### src/rtl/tmds_pkg.sv
// -----------------------------------------------------------------------------
// tmds_pkg
// Shared definitions for the multi-mode TMDS encoder:
//   - tmds_mode_t : period type carried alongside each pixel
//   - CTRL_CODE   : DVI control-period symbols indexed by {c1,c0}
//   - VGB_CODE    : video guard-band symbols indexed by lane role
//   - DGB_CODE    : data-island guard-band symbol for roles 1 and 2
//   - TERC4_LUT   : TERC4 nibble to 10-bit symbol table
//   - popcount8   : number of ones in a byte
// -----------------------------------------------------------------------------
package tmds_pkg;

    typedef enum logic [2:0] {
        MODE_CTRL   = 3'd0,
        MODE_VIDEO  = 3'd1,
        MODE_VID_GB = 3'd2,
        MODE_DI     = 3'd3,
        MODE_DI_GB  = 3'd4
    } tmds_mode_t;

    localparam logic [9:0] CTRL_CODE [4] = '{
        10'b1101010100,
        10'b0010101011,
        10'b0101010100,
        10'b1010101011
    };

    localparam logic [9:0] VGB_CODE [3] = '{
        10'b1011001100,
        10'b0100110011,
        10'b1011001100
    };

    localparam logic [9:0] DGB_CODE = 10'b0100110011;

    localparam logic [9:0] TERC4_LUT [16] = '{
        10'b1010011100, 10'b1001100011, 10'b1011100100, 10'b1011100010,
        10'b0101110001, 10'b0100011110, 10'b0110001110, 10'b0100111100,
        10'b1011001100, 10'b0100111001, 10'b0110011100, 10'b1011000110,
        10'b1010001110, 10'b1001110001, 10'b0101100011, 10'b1011000011
    };

    function automatic logic [3:0] popcount8(input logic [7:0] v);
        logic [3:0] sum;
        sum = 4'd0;
        for (int i = 0; i < 8; i++) begin
            sum = sum + {3'b000, v[i]};
        end
        return sum;
    endfunction

endpackage

### src/rtl/tmds_lane_enc.sv
// -----------------------------------------------------------------------------
// tmds_lane_enc
// One TMDS lane: stage 1 builds the transition-minimised q_m and its balance,
// stage 2 applies DC balancing (video) or selects a fixed/TERC4 symbol.
// Ports:
//   clk   in  1   pixel clock
//   rst   in  1   synchronous active-high reset
//   mode  in  3   period type (tmds_mode_t encoding, 5..7 behave as CTRL)
//   ctrl  in  2   {c1,c0}
//   data  in  8   video byte
//   terc  in  4   TERC4 nibble
//   q     out 10  encoded symbol, registered
// Parameter ROLE (0..2) selects the guard-band flavour of this lane.
// -----------------------------------------------------------------------------
module tmds_lane_enc
    import tmds_pkg::*;
#(
    parameter int unsigned ROLE = 0
) (
    input  logic       clk,
    input  logic       rst,
    input  logic [2:0] mode,
    input  logic [1:0] ctrl,
    input  logic [7:0] data,
    input  logic [3:0] terc,
    output logic [9:0] q
);

    localparam logic [1:0] ROLE_IDX = ROLE[1:0];

    logic [3:0]        n1_data_s;
    logic              use_xnor_s;
    logic              chain_s;
    logic [8:0]        qm_s;
    logic [3:0]        n1_qm_s;
    logic signed [4:0] diff_s;

    logic [2:0]        mode_r;
    logic [1:0]        ctrl_r;
    logic [3:0]        terc_r;
    logic [8:0]        qm_r;
    logic signed [4:0] diff_r;

    logic [9:0]        q_next_s;
    logic signed [4:0] cnt_next_s;
    logic [9:0]        q_r;
    logic signed [4:0] cnt_r;

    // Stage-1 combinational: XOR/XNOR chain selection and n1-n0 of q_m[7:0]
    always_comb begin
        n1_data_s  = popcount8(data);
        use_xnor_s = (n1_data_s > 4'd4) || ((n1_data_s == 4'd4) && (data[0] == 1'b0));
        qm_s       = 9'd0;
        chain_s    = data[0];
        qm_s[0]    = chain_s;
        for (int i = 1; i < 8; i++) begin
            if (use_xnor_s) begin
                chain_s = ~(chain_s ^ data[i]);
            end else begin
                chain_s = chain_s ^ data[i];
            end
            qm_s[i] = chain_s;
        end
        qm_s[8] = ~use_xnor_s;
        n1_qm_s = popcount8(qm_s[7:0]);
        // n1 - n0 = 2*n1 - 8; the 5-bit wrap yields the correct two's complement
        diff_s  = {n1_qm_s, 1'b0} - 5'd8;
    end

    // Stage-1 register: period type, side-band fields and q_m with its balance
    always_ff @(posedge clk) begin
        if (rst) begin
            mode_r <= 3'd0;
            ctrl_r <= 2'd0;
            terc_r <= 4'd0;
            qm_r   <= 9'd0;
            diff_r <= 5'sd0;
        end else begin
            mode_r <= mode;
            ctrl_r <= ctrl;
            terc_r <= terc;
            qm_r   <= qm_s;
            diff_r <= diff_s;
        end
    end

    // Stage-2 combinational: DC balancing for video, fixed symbols otherwise
    always_comb begin
        q_next_s   = CTRL_CODE[0];
        cnt_next_s = 5'sd0;
        case (mode_r)
            MODE_VIDEO: begin
                if ((cnt_r == 5'sd0) || (diff_r == 5'sd0)) begin
                    q_next_s = {~qm_r[8], qm_r[8], (qm_r[8] ? qm_r[7:0] : ~qm_r[7:0])};
                    if (qm_r[8]) begin
                        cnt_next_s = cnt_r + diff_r;
                    end else begin
                        cnt_next_s = cnt_r - diff_r;
                    end
                end else if (((cnt_r > 5'sd0) && (diff_r > 5'sd0)) ||
                             ((cnt_r < 5'sd0) && (diff_r < 5'sd0))) begin
                    // Running disparity and this word lean the same way: invert
                    q_next_s   = {1'b1, qm_r[8], ~qm_r[7:0]};
                    cnt_next_s = cnt_r - diff_r + {3'b000, qm_r[8], 1'b0};
                end else begin
                    q_next_s   = {1'b0, qm_r[8], qm_r[7:0]};
                    cnt_next_s = cnt_r + diff_r - {3'b000, ~qm_r[8], 1'b0};
                end
            end
            MODE_VID_GB: begin
                q_next_s = VGB_CODE[ROLE_IDX];
            end
            MODE_DI: begin
                q_next_s = TERC4_LUT[terc_r];
            end
            MODE_DI_GB: begin
                q_next_s = (ROLE_IDX == 2'd0) ? TERC4_LUT[terc_r] : DGB_CODE;
            end
            default: begin
                // CTRL and the unused encodings 5..7
                q_next_s = CTRL_CODE[ctrl_r];
            end
        endcase
    end

    // Stage-2 register: output symbol and running disparity
    always_ff @(posedge clk) begin
        if (rst) begin
            q_r   <= 10'd0;
            cnt_r <= 5'sd0;
        end else begin
            q_r   <= q_next_s;
            cnt_r <= cnt_next_s;
        end
    end

    assign q = q_r;

endmodule

### src/rtl/tmds_encoder_mc.sv
// -----------------------------------------------------------------------------
// tmds_encoder_mc
// Multi-channel TMDS/HDMI symbol encoder, 2-clock latency, one symbol per lane
// per pixel clock. Lanes are independent apart from the shared period type.
// Ports:
//   clk_i   in  1            pixel clock
//   rst_i   in  1            synchronous active-high reset
//   mode_i  in  3            period type (0 CTRL,1 VIDEO,2 VID_GB,3 DI,4 DI_GB)
//   ctrl_i  in  2*CHANNELS   {c1,c0} per lane
//   data_i  in  8*CHANNELS   video byte per lane
//   terc_i  in  4*CHANNELS   TERC4 nibble per lane
//   q_o     out 10*CHANNELS  encoded symbol per lane
// Lane i takes guard-band role (i mod 3).
// -----------------------------------------------------------------------------
module tmds_encoder_mc
    import tmds_pkg::*;
#(
    parameter int CHANNELS = 3
) (
    input  logic                    clk_i,
    input  logic                    rst_i,
    input  logic [2:0]              mode_i,
    input  logic [2*CHANNELS-1:0]   ctrl_i,
    input  logic [8*CHANNELS-1:0]   data_i,
    input  logic [4*CHANNELS-1:0]   terc_i,
    output logic [10*CHANNELS-1:0]  q_o
);

    for (genvar i = 0; i < CHANNELS; i++) begin : g_lane
        tmds_lane_enc #(
            .ROLE (i % 3)
        ) u_lane (
            .clk  (clk_i),
            .rst  (rst_i),
            .mode (mode_i),
            .ctrl (ctrl_i[2*i +: 2]),
            .data (data_i[8*i +: 8]),
            .terc (terc_i[4*i +: 4]),
            .q    (q_o[10*i +: 10])
        );
    end

endmodule

### config.mk
export PLATFORM = sky130hd
export DESIGN_NAME = tmds_encoder_mc
export DESIGN_NICKNAME = d
export VERILOG_FILES = /design/src/rtl/tmds_pkg.sv /design/src/rtl/tmds_lane_enc.sv /design/src/rtl/tmds_encoder_mc.sv
export SDC_FILE = /design/constraint.sdc
export NUM_CORES = 1
export LEC_CHECK = 0
export CAP_MARGIN = 10
export CORE_UTILIZATION = 35
export CTS_CLUSTER_DIAMETER = 80
export DETAILED_ROUTE_END_ITERATION = 12
export PLACE_DENSITY = 0.55
export SYNTH_ARGS = -nofsm -noshare
export SYNTH_HDL_FRONTEND = slang
export SYNTH_HIERARCHICAL = 1
export SYNTH_SLANG_ARGS = --single-unit
### constraint.sdc
create_clock -name clk_i -period 12.4 [get_ports clk_i]
set_input_delay 3.72 -clock clk_i [delete_from_list [all_inputs] [get_ports clk_i]]
set_output_delay 3.72 -clock clk_i [all_outputs]
set_load 0.02 [all_outputs]
==> impl_metrics.yaml <==
run_status:
  status: "complete, no violations"
timing:
  rsz0062_at_grt: "false"
  fin_crit_ps: 9700
  fin_worst_skew_ps: 8.14
  fin_tns_setup_ps: 0
  setup_slack_ps: 2700
  max_slew.worst_pin.slew_ps: 1070
  hold_viol_final: 0
  slew_headroom: 0.282
  finalSetupViolCount: 0
  maxSlewViolCount: 0
  period_share: 0.782
  timing.fmax_ghz: 0.103
floorplan:
  core_sq_mm: 0.0227
  rows: 55
  die_area_sq_mm: 0.0239
  io_pins: 77
  fp.dieW_um: 155
  initial_core_util: 0.359
  die_h_um: 155
global_routing:
  grt.overflow.total: 0
  grt_max_degree: 70
  track_usage: 0.153
  grt_pass1_vias: 5950
  grt_antenna_before_repair: 0
  grt_pass1_wl_um: 29400
power_and_ir_drop:
  power.switching_uw: 768
  p_per_area_mw_per_mm2: 199
  combPwrFrac: 0.601
  p_sw_frac: 0.410
  irDropWorstVdd_mv: 0.0803
  power.share.clock: 0.150
  intPower_uw: 1110
  seqPwrFrac: 0.250
  p_leak_uw: 0.00407
worst_setup_path:
  end_kind: "flip-flop"
  slowest_stage: "fa_1"
  crit_chain: "clkdlybuf4s50_1 -> inv_1 -> fa_1 -> fa_1 -> fa_1 -> inv_1 -> ha_1 -> fa_1 -> nor3_1 -> o21ai_0 -> a21oi_2 -> xnor3_1 -> inv_1 -> fa_1 -> fa_1 -> fa_1 -> ha_1 -> fa_1 -> xnor2_1 -> nor2_1"
  worstSetupStartpointType: "input pin"
  path_depth: 20
  cp_num_buf_inv: 4
  ff2ff_path_depth: 7
  critPathTopFamily: "adder cells"
  rrSetupSlack_ps: 10060
  path_class: "in -> reg"
  arrival_ps: 9920
  required_ps: 12620
  cp_common_cell: "fa_1"
  max_stage_delay_ps: 560
  worstPathMaxFanout: 5
routing:
  viasPerCell: 4.92
  finalWirelength_um: 17400
  drt_first_pass_iters: 4
  vias: 6081
  wl_per_cell_um: 14.1
  drt_iter0_markers: 298
  ant_nets: 0
  route.detailed.drc: 0
synth:
  synth_edf_count: 0
  seq_area_frac_synth: 0.265
  yosysWarnings: 6
  synth_seq_cells: 108
  netlist.top_cell.by_area: "dfxtp_1"
  async_flop_share: 0
  synth.net_count: 1064
  synthFlopType: "dfxtp_1"
  synthTopCellsByArea: "dfxtp_1, ha_1, fa_1"
  yosysMostFrequentCell: "dfxtp_1"
  synth_cells: 891
  synth_area_sq_mm: 0.00815
  synth_top_cell_area_share: 0.265
  synth_area_per_cell_sq_um: 9.14
  synth_cell_types: 74
  synth_common_cells: "dfxtp_1, inv_1, ha_1, nor2_1, nor2b_1"
layout:
  syn_to_final_growth_pct: 15.5
  fin_nets: 1120
  diodes: 0
  drive_gt1_frac: 0.0483
clock_tree:
  cts_buffers: 9
  htree_levels: 3
  post_cts_buffers: 0
  cts_tree: "done"
  clk_pin_slew_worst_paths_ps: 80
  cts.sinks: 108
  post_cts_resized: 0
  clock_path_buffers: 2
  clk_latency_ps: 360
  root_buffer: "clkbuf_16"
  cts_hold_buf: 0
flow_run:
  cap_violations: 0
placed_design:
  io_buffers: 76
  dp_slack_ps: 2340
  gp_congestion: 0.819
  dp_hpwl_um: 13600
min_path:
  hold_depth: 2
  min_path_type: "reg -> reg"
## layout by cell type (no fill, tap or decap), drive strengths merged, types with 10 or more instances in the layout
| cell type | Yosys | routed |
|---|---|---|
| xor2 | 48 | 48 |
| nand2b | 15 | 15 |
| ha | 87 | 87 |
| nand3 | 12 | 12 |
| nor2b | 56 | 56 |
| a21o | 10 | 10 |
| dfxtp | 108 | 108 |
| clkdlybuf4s50 | 0 | 75 |
| nor3b | 12 | 12 |
| o22ai | 23 | 23 |
| o21ai | 28 | 28 |
| a21oi | 42 | 42 |
| nor2 | 63 | 63 |
| o211ai | 10 | 10 |
| nor3 | 11 | 11 |
| nand2 | 31 | 31 |
| xnor2 | 45 | 45 |
| inv | 98 | 100 |
| clkbuf | 25 | 10 |
| a31oi | 14 | 14 |
| fa | 39 | 39 |
## kinds of logic after synthesis
logic type,share of synthesized area
simple gates,0.162
compound gates,0.147
buf+inv,0.0622
fa+ha+maj,0.234
flops,0.265
xor+xnor,0.115
mux,0.0143
## layout make-up
type,count,area [sq um]
Multi-Input combinational cell,653,5480
Fill cell,2292,13300
Clock buffer,10,229
Sequential cell,108,2160
Tap cell,285,357
Inverter,98,368
Clock inverter,6,46.3
Timing Repair Buffer,77,766
## layer usage
metal  vias up  track usage  part of all wire
met3        19       0.0221             0.028
met2        98        0.249              0.46
li1       3122            -                 -
met4         0       0.0495             0.015
met5         -            0                 0
met1      2842        0.208              0.50
## stage by stage
step / total power (uW) / util / cells / instance area, sq um / hold WS [ps]
finish: 1870 / 0.414 / 1237 / 9410 / 495
floorplan: 1370 / - / 891 / 8150 / 457
global placement: 1590 / 0.402 / 1221 / 9140 / 489
CTS: 1900 / 0.414 / 1237 / 9410 / 494
global route: 2070 / 0.414 / 1237 / 9410 / 524
detailed placement: 1610 / 0.402 / 1221 / 9140 / 489
## registers in the layout, summed over array words and instances, names as in the netlist
register,flops
g_lane.u_lane/cnt_r,12
g_lane.u_lane/q,30
g_lane.u_lane/mode_r,9
g_lane.u_lane/ctrl_r,6
g_lane.u_lane/terc_r,12
g_lane.u_lane/qm_r,27
g_lane.u_lane/diff_r,12
## path summary, 6_finish.rpt
path,startpoint,end
worst max-delay path,data_i[0],g_lane[0].u_lane/diff_r[4]$_SDFF_PP0_
worst min-delay path,g_lane[2].u_lane/qm_r[5]$_SDFF_PP0_,g_lane[2].u_lane/q[5]$_SDFF_PP0_
worst max register to register,g_lane[0].u_lane/qm_r[8]$_SDFF_PP0_,g_lane[0].u_lane/cnt_r[3]$_SDFF_PP0_
worst min register to register,g_lane[2].u_lane/qm_r[5]$_SDFF_PP0_,g_lane[2].u_lane/q[5]$_SDFF_PP0_
## power by group through the flow
stage	sequential (uW)	clock (uW)	combinational, uW
4_1_cts	469	292	1140
2_1_floorplan	473	0	897
6_report	468	280	1130
5_1_grt	478	304	1290
3_3_place_gp	477	0	1120
3_5_place_dp	477	0	1130
## worst reg2reg max path, stage by stage, from the launching register on
cell      delay (ps)
dfxtp_1          470
inv_1            140
fa_1             620
inv_1            110
fa_1             390
xor2_1           160
a211oi_1         250
a211oi_1          70
Power figures use the tool's default switching activity.
